==> src/rtl/watch_pkg.sv <==
// Shared stopwatch display types: digit index, scan-state encoding, bus widths
// and the anode one-hot helper used by the segment scan scheduler.
package watch_pkg;

    localparam int DISP = 8;
    localparam int NUM_DIG = 4;
    localparam logic [DISP-1:0] BLANK_SEG_DEF = 8'hFF;

    typedef logic [1:0] dig_idx_t;

    typedef enum logic {
        ST_BLANK = 1'b0,
        ST_SHOW  = 1'b1
    } scan_state_t;

    // Active-low anode pattern with only the selected digit driven low.
    function automatic logic [NUM_DIG-1:0] anode_for(input dig_idx_t dig);
        logic [NUM_DIG-1:0] one_hot;
        one_hot = {{(NUM_DIG-1){1'b0}}, 1'b1} << dig;
        return ~one_hot;
    endfunction

endpackage

==> src/rtl/seg_scan_scheduler_if.sv <==
// Display-side bundle of the segment scan scheduler: four per-digit segment
// inputs and enable in, shared segment bus, anodes and frame strobe out.
interface seg_scan_scheduler_if #(
    parameter int DISP = watch_pkg::DISP
);
    logic                           enable;
    logic [DISP-1:0]                seg_in0;
    logic [DISP-1:0]                seg_in1;
    logic [DISP-1:0]                seg_in2;
    logic [DISP-1:0]                seg_in3;
    logic [DISP-1:0]                seg_out;
    logic [watch_pkg::NUM_DIG-1:0]  an_out;
    logic                           frame_done;

    modport master (
        output enable, seg_in0, seg_in1, seg_in2, seg_in3,
        input  seg_out, an_out, frame_done
    );

    modport slave (
        input  enable, seg_in0, seg_in1, seg_in2, seg_in3,
        output seg_out, an_out, frame_done
    );
endinterface

==> src/rtl/scan_slot_timer.sv <==
// Slot timer for the display scan: counts clk cycles within a digit slot,
// advances the digit index on each slot wrap and flags the end of a frame.
module scan_slot_timer
    import watch_pkg::*;
#(
    parameter int SCAN_DIV = 100000,
    parameter int CW       = 17
) (
    input  logic          clk,
    input  logic          rst,
    input  logic          enable,
    output logic [CW-1:0] cnt,
    output dig_idx_t      dig,
    output logic          frame_end
);

    localparam logic [CW-1:0] CNT_MAX = CW'(SCAN_DIV - 1);

    logic slot_wrap_s;

    assign slot_wrap_s = (cnt == CNT_MAX);

    // Slot counter and digit index; frame_end is high for the cycle after digit 3 wraps.
    always_ff @(posedge clk) begin
        if (rst || !enable) begin
            cnt       <= CW'(0);
            dig       <= 2'd0;
            frame_end <= 1'b0;
        end else if (slot_wrap_s) begin
            cnt       <= CW'(0);
            dig       <= dig + 2'd1;
            frame_end <= (dig == 2'd3);
        end else begin
            cnt       <= cnt + CW'(1);
            frame_end <= 1'b0;
        end
    end

endmodule

==> src/rtl/seg_scan_scheduler.sv <==
// Multiplexes four 7-segment digit patterns onto one shared segment bus with a
// blanking gap per slot. Optional LEAD_ZERO_BLANK_EN darkens a leading-zero minutes-tens digit.
module seg_scan_scheduler #(
    parameter int               DISP      = 8,
    parameter int               SCAN_DIV  = 100000,
    parameter int               BLANK_CYC = 1000,
    parameter logic [DISP-1:0]  BLANK_SEG = watch_pkg::BLANK_SEG_DEF,
    parameter logic [DISP-1:0]  ZERO_SEG  = 8'hC0
) (
    input  logic                  clk,
    input  logic                  rst,
    seg_scan_scheduler_if.slave   bus
);
    import watch_pkg::*;

    localparam int CW = (SCAN_DIV > 1) ? $clog2(SCAN_DIV) : 1;
    localparam logic [CW-1:0] BLANK_C = CW'(BLANK_CYC);
    localparam logic [NUM_DIG-1:0] AN_OFF = {NUM_DIG{1'b1}};
`ifdef LEAD_ZERO_BLANK_EN
    localparam logic LZB_EN = 1'b1;
`else
    localparam logic LZB_EN = 1'b0;
`endif

    if (BLANK_CYC < 1 || BLANK_CYC >= SCAN_DIV || SCAN_DIV < 2) begin : g_bad_param
        $error("seg_scan_scheduler: need SCAN_DIV >= 2 and 1 <= BLANK_CYC < SCAN_DIV");
    end

    logic [CW-1:0]     cnt_s;
    dig_idx_t          dig_s;
    logic              frame_end_s;
    logic [DISP-1:0]   sel_s;
    logic [DISP-1:0]   show_val_s;
    scan_state_t       state_r;
    logic [DISP-1:0]   cap_r;
    logic [DISP-1:0]   seg_r;
    logic [NUM_DIG-1:0] an_r;
    logic              frame_r;

    scan_slot_timer #(
        .SCAN_DIV (SCAN_DIV),
        .CW       (CW)
    ) u_timer (
        .clk       (clk),
        .rst       (rst),
        .enable    (bus.enable),
        .cnt       (cnt_s),
        .dig       (dig_s),
        .frame_end (frame_end_s)
    );

    // A leading zero on the minutes-tens digit may be suppressed.
    function automatic logic lead_dark(input dig_idx_t dig, input logic [DISP-1:0] val);
        return LZB_EN && (dig == 2'd3) && (val == ZERO_SEG);
    endfunction

    // Pattern of the digit owning the current slot.
    always_comb begin
        sel_s = BLANK_SEG;
        case (dig_s)
            2'd0:    sel_s = bus.seg_in0;
            2'd1:    sel_s = bus.seg_in1;
            2'd2:    sel_s = bus.seg_in2;
            2'd3:    sel_s = bus.seg_in3;
            default: sel_s = BLANK_SEG;
        endcase
    end

    // Entering SHOW takes the live input; staying in SHOW replays the capture.
    always_comb begin
        show_val_s = cap_r;
        if (state_r == ST_BLANK) begin
            show_val_s = sel_s;
        end else begin
            show_val_s = cap_r;
        end
    end

    // Slot FSM with capture register and registered display outputs.
    always_ff @(posedge clk) begin
        if (rst || !bus.enable) begin
            state_r <= ST_BLANK;
            cap_r   <= BLANK_SEG;
            seg_r   <= BLANK_SEG;
            an_r    <= AN_OFF;
            frame_r <= 1'b0;
        end else begin
            frame_r <= frame_end_s;
            if (cnt_s >= BLANK_C) begin
                state_r <= ST_SHOW;
                cap_r   <= show_val_s;
                if (lead_dark(dig_s, show_val_s)) begin
                    seg_r <= BLANK_SEG;
                    an_r  <= AN_OFF;
                end else begin
                    seg_r <= show_val_s;
                    an_r  <= anode_for(dig_s);
                end
            end else begin
                state_r <= ST_BLANK;
                seg_r   <= BLANK_SEG;
                an_r    <= AN_OFF;
            end
        end
    end

    assign bus.seg_out    = seg_r;
    assign bus.an_out     = an_r;
    assign bus.frame_done = frame_r;

endmodule
==> src/flat_wrapper.sv <==
// flat-port wrapper written by rule: the top's interface ports become plain ports
module seg_scan_scheduler_flat import watch_pkg::*;
#(
    parameter int               DISP      = 8,
    parameter int               SCAN_DIV  = 100000,
    parameter int               BLANK_CYC = 1000,
    parameter logic [DISP-1:0]  BLANK_SEG = watch_pkg::BLANK_SEG_DEF,
    parameter logic [DISP-1:0]  ZERO_SEG  = 8'hC0
)
  (clk, rst, bus_enable, bus_seg_in0, bus_seg_in1, bus_seg_in2, bus_seg_in3, bus_seg_out, bus_an_out, bus_frame_done);
  seg_scan_scheduler_if #(.DISP(DISP)) bus_i ();
  input  logic clk;
  input  logic rst;
  input wire logic [$bits(bus_i.enable)-1:0] bus_enable;
  input wire logic [$bits(bus_i.seg_in0)-1:0] bus_seg_in0;
  input wire logic [$bits(bus_i.seg_in1)-1:0] bus_seg_in1;
  input wire logic [$bits(bus_i.seg_in2)-1:0] bus_seg_in2;
  input wire logic [$bits(bus_i.seg_in3)-1:0] bus_seg_in3;
  output wire logic [$bits(bus_i.seg_out)-1:0] bus_seg_out;
  output wire logic [$bits(bus_i.an_out)-1:0] bus_an_out;
  output wire logic [$bits(bus_i.frame_done)-1:0] bus_frame_done;
  assign bus_i.enable = bus_enable;
  assign bus_i.seg_in0 = bus_seg_in0;
  assign bus_i.seg_in1 = bus_seg_in1;
  assign bus_i.seg_in2 = bus_seg_in2;
  assign bus_i.seg_in3 = bus_seg_in3;
  assign bus_seg_out = bus_i.seg_out;
  assign bus_an_out = bus_i.an_out;
  assign bus_frame_done = bus_i.frame_done;
  seg_scan_scheduler #(.DISP(DISP), .SCAN_DIV(SCAN_DIV), .BLANK_CYC(BLANK_CYC), .BLANK_SEG(BLANK_SEG), .ZERO_SEG(ZERO_SEG)) u_core (.clk(clk), .rst(rst), .bus(bus_i));
endmodule
==> config.mk <==
export PLATFORM = sky130hd
export DESIGN_NAME = seg_scan_scheduler_flat
export DESIGN_NICKNAME = d
export VERILOG_FILES = /design/src/rtl/watch_pkg.sv /design/src/rtl/seg_scan_scheduler_if.sv /design/src/rtl/scan_slot_timer.sv /design/src/rtl/seg_scan_scheduler.sv /design/src/flat_wrapper.sv
export SDC_FILE = /design/constraint.sdc
export NUM_CORES = 1
export LEC_CHECK = 0
export ABC_AREA = 1
export BUFFER_PORTS_ARGS = -buffer_cell sky130_fd_sc_hd__buf_2
export CAP_MARGIN = 20
export CORE_ASPECT_RATIO = 1.25
export CORE_MARGIN = 2
export CORE_UTILIZATION = 58
export CTS_CLUSTER_SIZE = 16
export DETAILED_ROUTE_END_ITERATION = 10
export PLACE_DENSITY = 0.86
export SLEW_MARGIN = 5
export SYNTH_ARGS = -nofsm -noshare
export SYNTH_HDL_FRONTEND = slang
export SYNTH_HIERARCHICAL = 1
export SYNTH_SLANG_ARGS = --single-unit
export TNS_END_PERCENT = 1
==> constraint.sdc <==
create_clock -name clk -period 2.7 [get_ports clk]
set_clock_uncertainty 0.1 [all_clocks]
set_input_delay 0.54 -clock clk [delete_from_list [all_inputs] [get_ports clk]]
set_output_delay 0.54 -clock clk [all_outputs]
set_load 0.005 [all_outputs]
==> metrics.cfg, run 1 <==
[status]
status=finished clean

[worst_setup_path]
worstSetupPathType=flop to flop
required_ps=2790
cp.arrival_ps=1900
slowest_stage=dfxtp_1
crit_chain=inv_2 > nand2_2 > nand2_1 > nor2_1 > nor2_1 > nor2_1 > nor2_1
worstSetupStartpointType=flop
critPathCaptureType=flop
crit_path_max_fanout=16
cpPeakStageDelay_ps=680
reg2reg_slack_ps=890
cp_common_cell=nor2_1

[clock_network]
post_cts_buffers=0
cts_tree=built
ctsResizeCount=0
cts_buffers=5
root_buffer=clkbuf_8
clock-sinks=42
holdBufCountCts=0
clock_latency_ps=300
clk_path_buf_depth=2
h-tree-depth=2
clkTransAtPathRegs_ps=80

[grt]
first_global_vias=1903
gr-usage-met2_pct=44.6
grt_antenna_before_repair=0
grt_pass1_wl_um=7470
use_met1_pct=22.3
grt_max_degree=17
grtUsageTotal_pct=22.9
top_usage_layer=met2
grt_overflow_total=0
use_met3_pct=5.23

[synthesis]
synthCells=332
yosysWarnings=6
synth_edf_count=0
yosys-top-cells-count=nand2_1, nor2_1, dfxtp_1, inv_1, nand3_1
synthTopCellsByArea=dfxtp_1, nand2_1, nor2_1, nand3_1, inv_1
synth_ff_type=dfxtp_1
synth_cell_types=24
netlist.area_leader.share_pct=39.4
postSynthNetCount=369
synth_top_cell_by_area=dfxtp_1
syn_area_per_cell_um2=6.43
synth_async_sr_flop_share_pct=0
ys_ff_latch=42
yosysMostFrequentCell=nand2_1
ys_seq_area_share_pct=39.4
syn_area_mm2=0.00214

[routing]
postRouteAntennaNets=0
vias_per_cell=5.00
drt_first_pass_iters=4
num_vias=2095
routedWlPerCell_um=10.9
drc_errors=0
wirelength_um=4550
initialDrtViolationCount=99

[placement]
dp_hpwl_um=3460
gp_congestion=0.915
port_buffers=47

[die]
die_area_mm2=0.00419
rows=24
boundaryPins=48
start_util_pct=60.8
die_h_um=71.8
fp.dieW_um=58.3
core_mm2=0.00351

[min_path]
min_path_type=flop to flop

[timing]
slew_headroom_pct=62.5
fmax_ghz=0.552
setup_tns_ps=0
period_share_pct=67.1
setup_viol_count_final=0
final_hold_viol_count=0
tightestPinTransition_ps=562
slew_violations=0
min_period_ps=1810
rsz0062_at_grt=no

[layout]
drive_gt1_share_pct=17.1
finish.utilization_pct=71.3
nNetsFinal=416
nFillCells=313
syn2layout_area_growth_pct=17.3
diodes=0

[flow_run]
drv_cap=0

[power]
vdd_ir_drop_max_uv=434
power.density_mw_per_mm2=501
leakagePower_uw=0.00104

registers in the layout (all words and copies together) (netlist names):
| signal | flops |
|---|---|
| u_core/u_timer/cnt | 17 |
| u_core/bus.seg_out | 8 |
| u_core/cap_r | 8 |
| u_core/bus.an_out | 4 |
| u_core/u_timer/dig | 2 |
| u_core/bus.frame_done | 1 |
| u_core/state_r | 1 |
| u_core/u_timer/frame_end | 1 |
cell families (layout without fill, tap and decap cells):
group                      Yosys count  count (layout)  synth area share (%)
and+or+nand+nor                    218             218                  42.9
adders and majority gates            2               2                  1.17
DFF                                 42              42                  39.4
xor gates and xnor gates             9               9                  3.69
buffers and inverters               48              96                  9.67
AOI/OAI and AO/OA                   13              13                  3.16
layout make-up:
type | count | area, µm² | area share, %
multi-input cells | 242 | 1090 | 43.5
well taps | 39 | 48.8 | 1.95
clock inverters | 3 | 68.8 | 2.75
flip-flops and latches | 42 | 841 | 33.6
inverters | 41 | 154 | 6.14
repair buffers | 47 | 235 | 9.39
clock buffers | 5 | 68.8 | 2.75
layout by cell type (no fill, tap or decap), types with 2 or more instances in the layout:
cell type  count
buf_2         47
bufinv_16      2
clkbuf_8       5
dfxtp_1       42
ha_1           2
inv_1         38
inv_2          3
nand2_1       84
nand3_1       36
nand3b_1       2
nand4_1        5
nor2_1        82
nor2_2         3
nor3_1         2
o21ai_0       12
xnor2_1        2
xor2_1         7
power by group:
part	internal, µW	switching [µW]
logic	24.3	22.2
registers	620	1.06
clock network	370	218
total	1010	241
worst paths after layout:
check / from / endpoint / depth (start not counted)
max: u_core/u_timer/dig[0]$_SDFFE_PP0N_ / u_core/cap_r[4]$_SDFFE_PP1P_ / 7
min: u_core/u_timer/frame_end$_SDFF_PP0_ / u_core/bus.frame_done$_SDFF_PP0_ / 2
max reg2reg: u_core/u_timer/dig[0]$_SDFFE_PP0N_ / u_core/cap_r[4]$_SDFFE_PP1P_ / 7
min reg2reg: u_core/u_timer/frame_end$_SDFF_PP0_ / u_core/bus.frame_done$_SDFF_PP0_ / 2
worst max-delay path, delay by kind of cell (launching register included):
kind / cells / cell delay [ps]
buffers and inverters: 1 / 210
flip-flops: 1 / 680
AND/OR/NAND/NOR: 6 / 700
layer usage:
layer / up-vias / part of all wire, %
met5: - / 0
met4: 0 / 2.5
met2: 61 / 51
met1: 912 / 41
li1: 1111 / -
met3: 11 / 5.7
metrics by stage:
stage | total power [µW] | hold WS (ps) | setup slack [ps] | area, µm² | instances
floorplan | 657 | 294 | 1320 | 2140 | 332
global placement | 682 | 302 | 973 | 2370 | 411
detailed placement | 682 | 300 | 930 | 2370 | 411
CTS | 1260 | 303 | 901 | 2500 | 419
global route | 1300 | 331 | 734 | 2500 | 419
finish | 1260 | 297 | 889 | 2500 | 419
No activity file was read; power rests on OpenSTA's default activity.
==> inputs of run 2 (changes only) <==
--- a/config.mk
+++ b/config.mk
@@ -5,15 +5,15 @@
 export SDC_FILE = /design/constraint.sdc
 export NUM_CORES = 1
 export LEC_CHECK = 0
-export ABC_AREA = 1
+export ABC_AREA = 0
 export BUFFER_PORTS_ARGS = -buffer_cell sky130_fd_sc_hd__buf_2
 export CAP_MARGIN = 20
 export CORE_ASPECT_RATIO = 1.25
 export CORE_MARGIN = 2
-export CORE_UTILIZATION = 58
+export CORE_UTILIZATION = 47
 export CTS_CLUSTER_SIZE = 16
 export DETAILED_ROUTE_END_ITERATION = 10
-export PLACE_DENSITY = 0.86
+export PLACE_DENSITY = 0.75
 export SLEW_MARGIN = 5
 export SYNTH_ARGS = -nofsm -noshare
 export SYNTH_HDL_FRONTEND = slang
==> constraint.sdc (replaced) <==
create_clock -name clk -period 1.5 [get_ports clk]
set_clock_uncertainty 0.1 [all_clocks]
set_input_delay 0.3 -clock clk [delete_from_list [all_inputs] [get_ports clk]]
set_output_delay 0.3 -clock clk [all_outputs]
set_load 0.005 [all_outputs]
==> run 2 against run 1 <==
The run now ends with negative setup slack left. Final cell count decreased by 21%. Die area increased by 13%. Fmax increased by 5.9%. Synthesized cell count decreased by 43%. Wire length decreased by 1.8%. Worst setup slack got worse by 1100 ps. Critical path type unchanged. Critical endpoint is now u_core/cap_r[2]$_SDFFE_PP1P_. Largest cell class unchanged.
==> metrics.cfg, run 2 <==
[timing]
fmax_ghz=0.585  ; +5.9%
setup_slack_ps=-211  ; -1100 ps
rsz0062_at_grt=yes
final_hold_viol_count=0  ; unchanged
timing.hold.ws_ps=121  ; -177 ps
slew_headroom_pct=58.9  ; -3.6 points
period_share_pct=114  ; +47 points
setup_viol_count_final=40  ; +40
tightestPinTransition_ps=615  ; +53.8 ps
min_period_ps=1710  ; -100 ps
slew_violations=0  ; unchanged

[synthesis]
yosysMostFrequentCell=dfxtp_1
yosysWarnings=6  ; unchanged
synth_async_sr_flop_share_pct=0  ; unchanged
synth_cell_types=37  ; +54%
syn_area_per_cell_um2=10.4  ; +62%
synthTopCellsByArea=dfxtp_1, mux4_2, mux2i_1, nor2_1, xnor2_1
postSynthNetCount=226  ; -39%
ys_seq_area_share_pct=42.7  ; +3.3 points
netlist.area_leader.share_pct=42.7  ; +3.3 points
syn_area_mm2=0.00197  ; -7.7%
synth_top_cell_by_area=dfxtp_1
synth_ff_type=dfxtp_1
ys_ff_latch=42  ; unchanged
synth_edf_count=0  ; unchanged
synthCells=189  ; -43%
yosys-top-cells-count=dfxtp_1, nor2_1, mux2i_1, nand2_1, xnor2_1

[worst_setup_path]
critPathCaptureType=flop
crit_chain=or4_4 > nor4_4 > a21oi_4 > mux2i_1
worstSetupPathType=flop to flop
cpPeakStageDelay_ps=540  ; -140 ps
slowest_stage=or4_4
cp.arrival_ps=1790  ; -110 ps
required_ps=1570  ; -1220 ps
crit_path_max_fanout=8  ; -8
worstSetupStartpointType=flop

[power]
power.density_mw_per_mm2=738  ; +47%
vdd_ir_drop_max_uv=505  ; +16%
power_uw=1960  ; +56%
leakagePower_uw=0.00103  ; -1.1%

[die]
die_area_mm2=0.00473  ; +13%
fp.dieW_um=61.9  ; +6.2%
start_util_pct=48.5  ; -12 points
rows=26  ; +8.3%
boundaryPins=48  ; unchanged
die_h_um=76.4  ; +6.3%
core_mm2=0.00407  ; +16%

[clock_network]
cts_buffers=5  ; unchanged
h-tree-depth=2  ; unchanged
root_buffer=clkbuf_8
clock_latency_ps=300  ; about the same
cts_tree=built
clk_path_buf_depth=2  ; unchanged
clkTransAtPathRegs_ps=80  ; about the same
clock-sinks=42  ; unchanged
holdBufCountCts=0  ; unchanged
post_cts_buffers=0  ; unchanged

[layout]
nFillCells=333  ; +6.4%
final_common_cell=buf_2
nNetsFinal=310  ; -25%
final_cell_mix=buf_2, dfxtp_1, buf_4
drive_gt1_share_pct=46.0  ; +29 points
layout.cells.non_filler=330  ; -21%
final_cell_area_mm2=0.00265  ; +5.8%
regMostFlops=u_core/u_timer/cnt
finish.utilization_pct=65.2  ; -6.1 points
diodes=0  ; unchanged
largest_reg_flops=17  ; unchanged
syn2layout_area_growth_pct=34.5

[routing]
routedWlPerCell_um=13.5  ; +25%
initialDrtViolationCount=38  ; -62%
drt_first_pass_iters=4  ; unchanged
drc_errors=0  ; unchanged
num_vias=1661  ; -21%
postRouteAntennaNets=0  ; unchanged
vias_per_cell=5.03  ; +0.67%
wirelength_um=4470  ; -1.8%

[placement]
port_buffers=47  ; unchanged
dp_hpwl_um=3460  ; -0.13%
place_area_mm2=0.00254  ; +7.3%
placed_cells=322  ; -22%
gp_congestion=0.776  ; -15%

[grt]
grt_max_degree=17  ; unchanged
first_global_vias=1701  ; -11%
grt_pass1_wl_um=7450  ; -0.27%
grt_overflow_total=0  ; unchanged
grtUsageTotal_pct=20.9  ; -2.0 points
grt_antenna_before_repair=0  ; unchanged

[status]
violations=negative setup slack
status=finished with violations

[flow_run]
drv_cap=0  ; unchanged

[min_path]
min_path_type=primary input to flop

run 2: layout make-up:
cell class	instances	area, µm²	area share (%)
Multi-Input combinational cell	136	1100	41.6
Timing Repair Buffer	84	529	20.0
Clock inverter	3	21.3	0.802
Inverter	4	15.0	0.566
Tap cell	56	70.1	2.64
Sequential cell	42	843	31.8
Clock buffer	5	68.8	2.60
run 2: final timing paths:
check / startpoint / to / slack (ps) / cells after the start
worst max-delay path: u_core/u_timer/cnt[14]$_SDFF_PP0_ / u_core/cap_r[2]$_SDFFE_PP1P_ / -210 / 4
worst min-delay path: bus_enable / u_core/cap_r[6]$_SDFFE_PP1P_ / 120 / 2
worst max register to register: u_core/u_timer/cnt[14]$_SDFF_PP0_ / u_core/cap_r[2]$_SDFFE_PP1P_ / -210 / 4
worst min register to register: u_core/cap_r[6]$_SDFFE_PP1P_ / u_core/bus.seg_out[6]$_SDFF_PP1_ / 370 / 2
run 2: critical path: cells and delay by family (launching register included):
family	cells	cell delay, ps
AO/OA/AOI/OAI	1	190
multiplexers	1	160
flip-flops	1	330
AND/OR/NAND/NOR	2	820
run 2: per-layer routing:
metal / vias up / track usage [%] / part of all wire (%)
met1: 792 / 24.5 / 41
met2: 30 / 35.6 / 54
met4: 0 / 8.09 / 1.9
li1: 831 / - / -
met3: 8 / 4.58 / 3.1
met5: - / 0 / 0
run 2: through the flow:
step,TNS [ps],setup slack (ps)
2_1_floorplan,-3290,-156
3_3_place_gp,-4260,-159
3_5_place_dp,-6390,-207
4_1_cts,-6670,-213
5_1_grt,-9130,-294
6_report,-6270,-211
run 2: power breakdown:
group	switching, µW	leakage [µW]	internal (µW)
clock network	401	0.0000441	327
registers	1.37	0.000340	1120
logic	48.6	0.000649	63.7
total	451	0.00103	1510
run 2: cell families (layout without fill, tap and decap cells):
family | count (synthesis) | after routing | share of synthesized area [%]
xor gates and xnor gates | 16 | 16 | 7.11
adders and majority gates | 2 | 2 | 1.27
AOI/OAI and AO/OA | 5 | 5 | 2.35
muxes | 23 | 23 | 16.8
buffers and inverters | 11 | 96 | 3.05
DFF | 42 | 42 | 42.7
and+or+nand+nor | 90 | 90 | 26.8
run 2: timing repair:
action,4_1_cts,5_1_grt
gates resized for setup,4,1
cloned,0,0
pin swaps,4,1
endpoints found under the setup margin,40,40
==> inputs of run 3 (changes only) <==
--- a/config.mk
+++ b/config.mk
@@ -14,6 +14,7 @@
 export CTS_CLUSTER_SIZE = 16
 export DETAILED_ROUTE_END_ITERATION = 10
 export PLACE_DENSITY = 0.75
+export RECOVER_POWER = 50
 export SLEW_MARGIN = 5
 export SYNTH_ARGS = -nofsm -noshare
 export SYNTH_HDL_FRONTEND = slang
==> run 3 against run 2 <==
The flow still finishes with violations (negative setup slack). Non-clock buffer count unchanged. Worst setup slack about the same. First-iteration DRC count unchanged. Power barely moved. Clock power barely moved. Largest power group unchanged. Highest routed layer unchanged.
==> metrics.cfg, run 3 (synthesis results as in run 2) <==
[placement]
place_area_mm2=0.00254  ; unchanged
port_buffers=47  ; unchanged
pre_cts_slack_ps=-207  ; unchanged
dp_hpwl_um=3460  ; unchanged
gp_congestion=0.776  ; unchanged

[layout]
seqCellArea_um2=843  ; unchanged
nFillCells=333  ; unchanged
final_common_cell=buf_2
syn2layout_area_growth_pct=34.2
nNetsFinal=310  ; unchanged
multi_input_area_mm2=0.00110  ; unchanged
largest_reg_flops=17  ; unchanged
diodes=0  ; unchanged
final_cell_area_mm2=0.00265  ; -0.24%
finish.utilization_pct=65.0  ; -0.15 points
final_cell_mix=buf_2, dfxtp_1, buf_4
regMostFlops=u_core/u_timer/cnt
drive_gt1_share_pct=44.2  ; -1.8 points

[die]
die_area_mm2=0.00473  ; unchanged
die_h_um=76.4  ; unchanged
rows=26  ; unchanged
core_mm2=0.00407  ; unchanged
boundaryPins=48  ; unchanged
fp.dieW_um=61.9  ; unchanged
start_util_pct=48.5  ; unchanged

[grt]
grtUsageTotal_pct=20.9  ; unchanged
grt_antenna_before_repair=0  ; unchanged
grt_max_degree=17  ; unchanged
grt_pass1_wl_um=7450  ; unchanged
first_global_vias=1701  ; unchanged
grt_overflow_total=0  ; unchanged

[routing]
drt_first_pass_iters=4  ; unchanged
vias_per_cell=5.03  ; about the same
postRouteAntennaNets=0  ; unchanged
initialDrtViolationCount=38  ; unchanged
routedWlPerCell_um=13.5  ; about the same
wirelength_um=4470  ; about the same
drc_errors=0  ; unchanged
num_vias=1660  ; -0.060%

[worst_setup_path]
worstSetupStartpointType=flop
worst_r2r_path_depth=4  ; unchanged
cp.depth=4  ; unchanged
crit_path_max_fanout=8  ; unchanged
cpPeakStageDelay_ps=540  ; about the same
r2r-start=u_core/u_timer/cnt[14]$_SDFF_PP0_
crit_chain=or4_4 > nor4_4 > a21oi_4 > mux2i_1
slowest_stage=or4_4
reg2reg_slack_ps=-210  ; about the same
worstSetupPathType=flop to flop
cp.arrival_ps=1790  ; about the same
r2r_end=u_core/cap_r[2]$_SDFFE_PP1P_
required_ps=1570  ; about the same
cp_top_family=simple AND/OR/NAND/NOR gates
worst-path-buf-inv=0  ; unchanged
critPathCaptureType=flop
crit_start=u_core/u_timer/cnt[14]$_SDFF_PP0_
critPathCapture=u_core/cap_r[2]$_SDFFE_PP1P_

[clock_network]
clk_path_buf_depth=2  ; unchanged
post_cts_buffers=0  ; unchanged
cts_buffers=5  ; unchanged
cts_tree=built
clock-sinks=42  ; unchanged
clkTransAtPathRegs_ps=80  ; about the same
clock_latency_ps=300  ; about the same
root_buffer=clkbuf_8
h-tree-depth=2  ; unchanged

[timing]
tightestPinTransition_ps=615  ; +0.00119 ps
rsz0062_at_grt=yes
fmax_ghz=0.585  ; about the same
setup_viol_count_final=40  ; unchanged
min_period_ps=1710  ; +0.0360 ps
setup_tns_ps=-6270  ; -4.39 ps
slew_headroom_pct=58.9  ; about the same
period_share_pct=114  ; about the same
final_hold_viol_count=0  ; unchanged
setup_slack_ps=-211  ; -0.0360 ps
slew_violations=0  ; unchanged

[power]
vdd_ir_drop_max_uv=505  ; about the same
power_uw=1960  ; about the same
power.density_mw_per_mm2=740  ; +0.25%
leakagePower_uw=0.00102  ; -0.85%

[flow_run]
drv_cap=0  ; unchanged

[min_path]
min_from=bus_enable
min_path_type=primary input to flop

[status]
violations=negative setup slack
status=finished with violations

run 3: repair_timing:
action | 4_1_cts | 5_1_grt
setup endpoints to repair | 40 | 40
pin swaps | 4 | 1
hold buffers | 0 | 0
gates cloned | 0 | 0
resized for setup | 4 | 1
run 3: area by class of cell:
class | count | share of cell area [%]
Inverter | 4 | 0.568
Clock inverter | 3 | 0.804
Tap cell | 56 | 2.65
Sequential cell | 42 | 31.9
Multi-Input combinational cell | 136 | 41.7
Clock buffer | 5 | 2.60
Timing Repair Buffer | 84 | 19.8
run 3: metrics by stage:
stage / hold WS, ps / std cells
detailed placement: 355 / 322
floorplan: 267 / 189
CTS: 118 / 330
finish: 121 / 330
global route: 136 / 330
global placement: 352 / 322
run 3: layer usage:
layer / GRT usage [%] / up-vias / wire (µm)
li1: - / 831 / -
met1: 24.5 / 789 / 1820
met2: 35.6 / 32 / 2420
met3: 4.58 / 8 / 141
met4: 8.09 / 0 / 87
met5: 0 / - / 0
run 3: how the worst min path moves through the flow:
stage,endpoint,slack (ps),depth (start not counted)
after detailed placement,u_core/bus.seg_out[6]$_SDFF_PP1_,360,2
after global placement,u_core/bus.seg_out[6]$_SDFF_PP1_,350,2
after CTS,u_core/cap_r[6]$_SDFFE_PP1P_,120,2
after global routing,u_core/cap_r[6]$_SDFFE_PP1P_,140,2
after floorplan,u_core/cap_r[6]$_SDFFE_PP1P_,270,1
final,u_core/cap_r[6]$_SDFFE_PP1P_,120,2
run 3: worst register-to-register path: cells and delay by family (launching register included):
kind / cells / cell delay, ps
compound gates: 1 / 190
flops: 1 / 330
mux: 1 / 160
simple gates: 2 / 820
run 3: where the power goes:
group / switching (µW) / total [µW] / internal, µW
clock: 401 / 728 / 327
combinational: 48.6 / 112 / 63.7
sequential: 1.37 / 1120 / 1120
total: 451 / 1960 / 1510
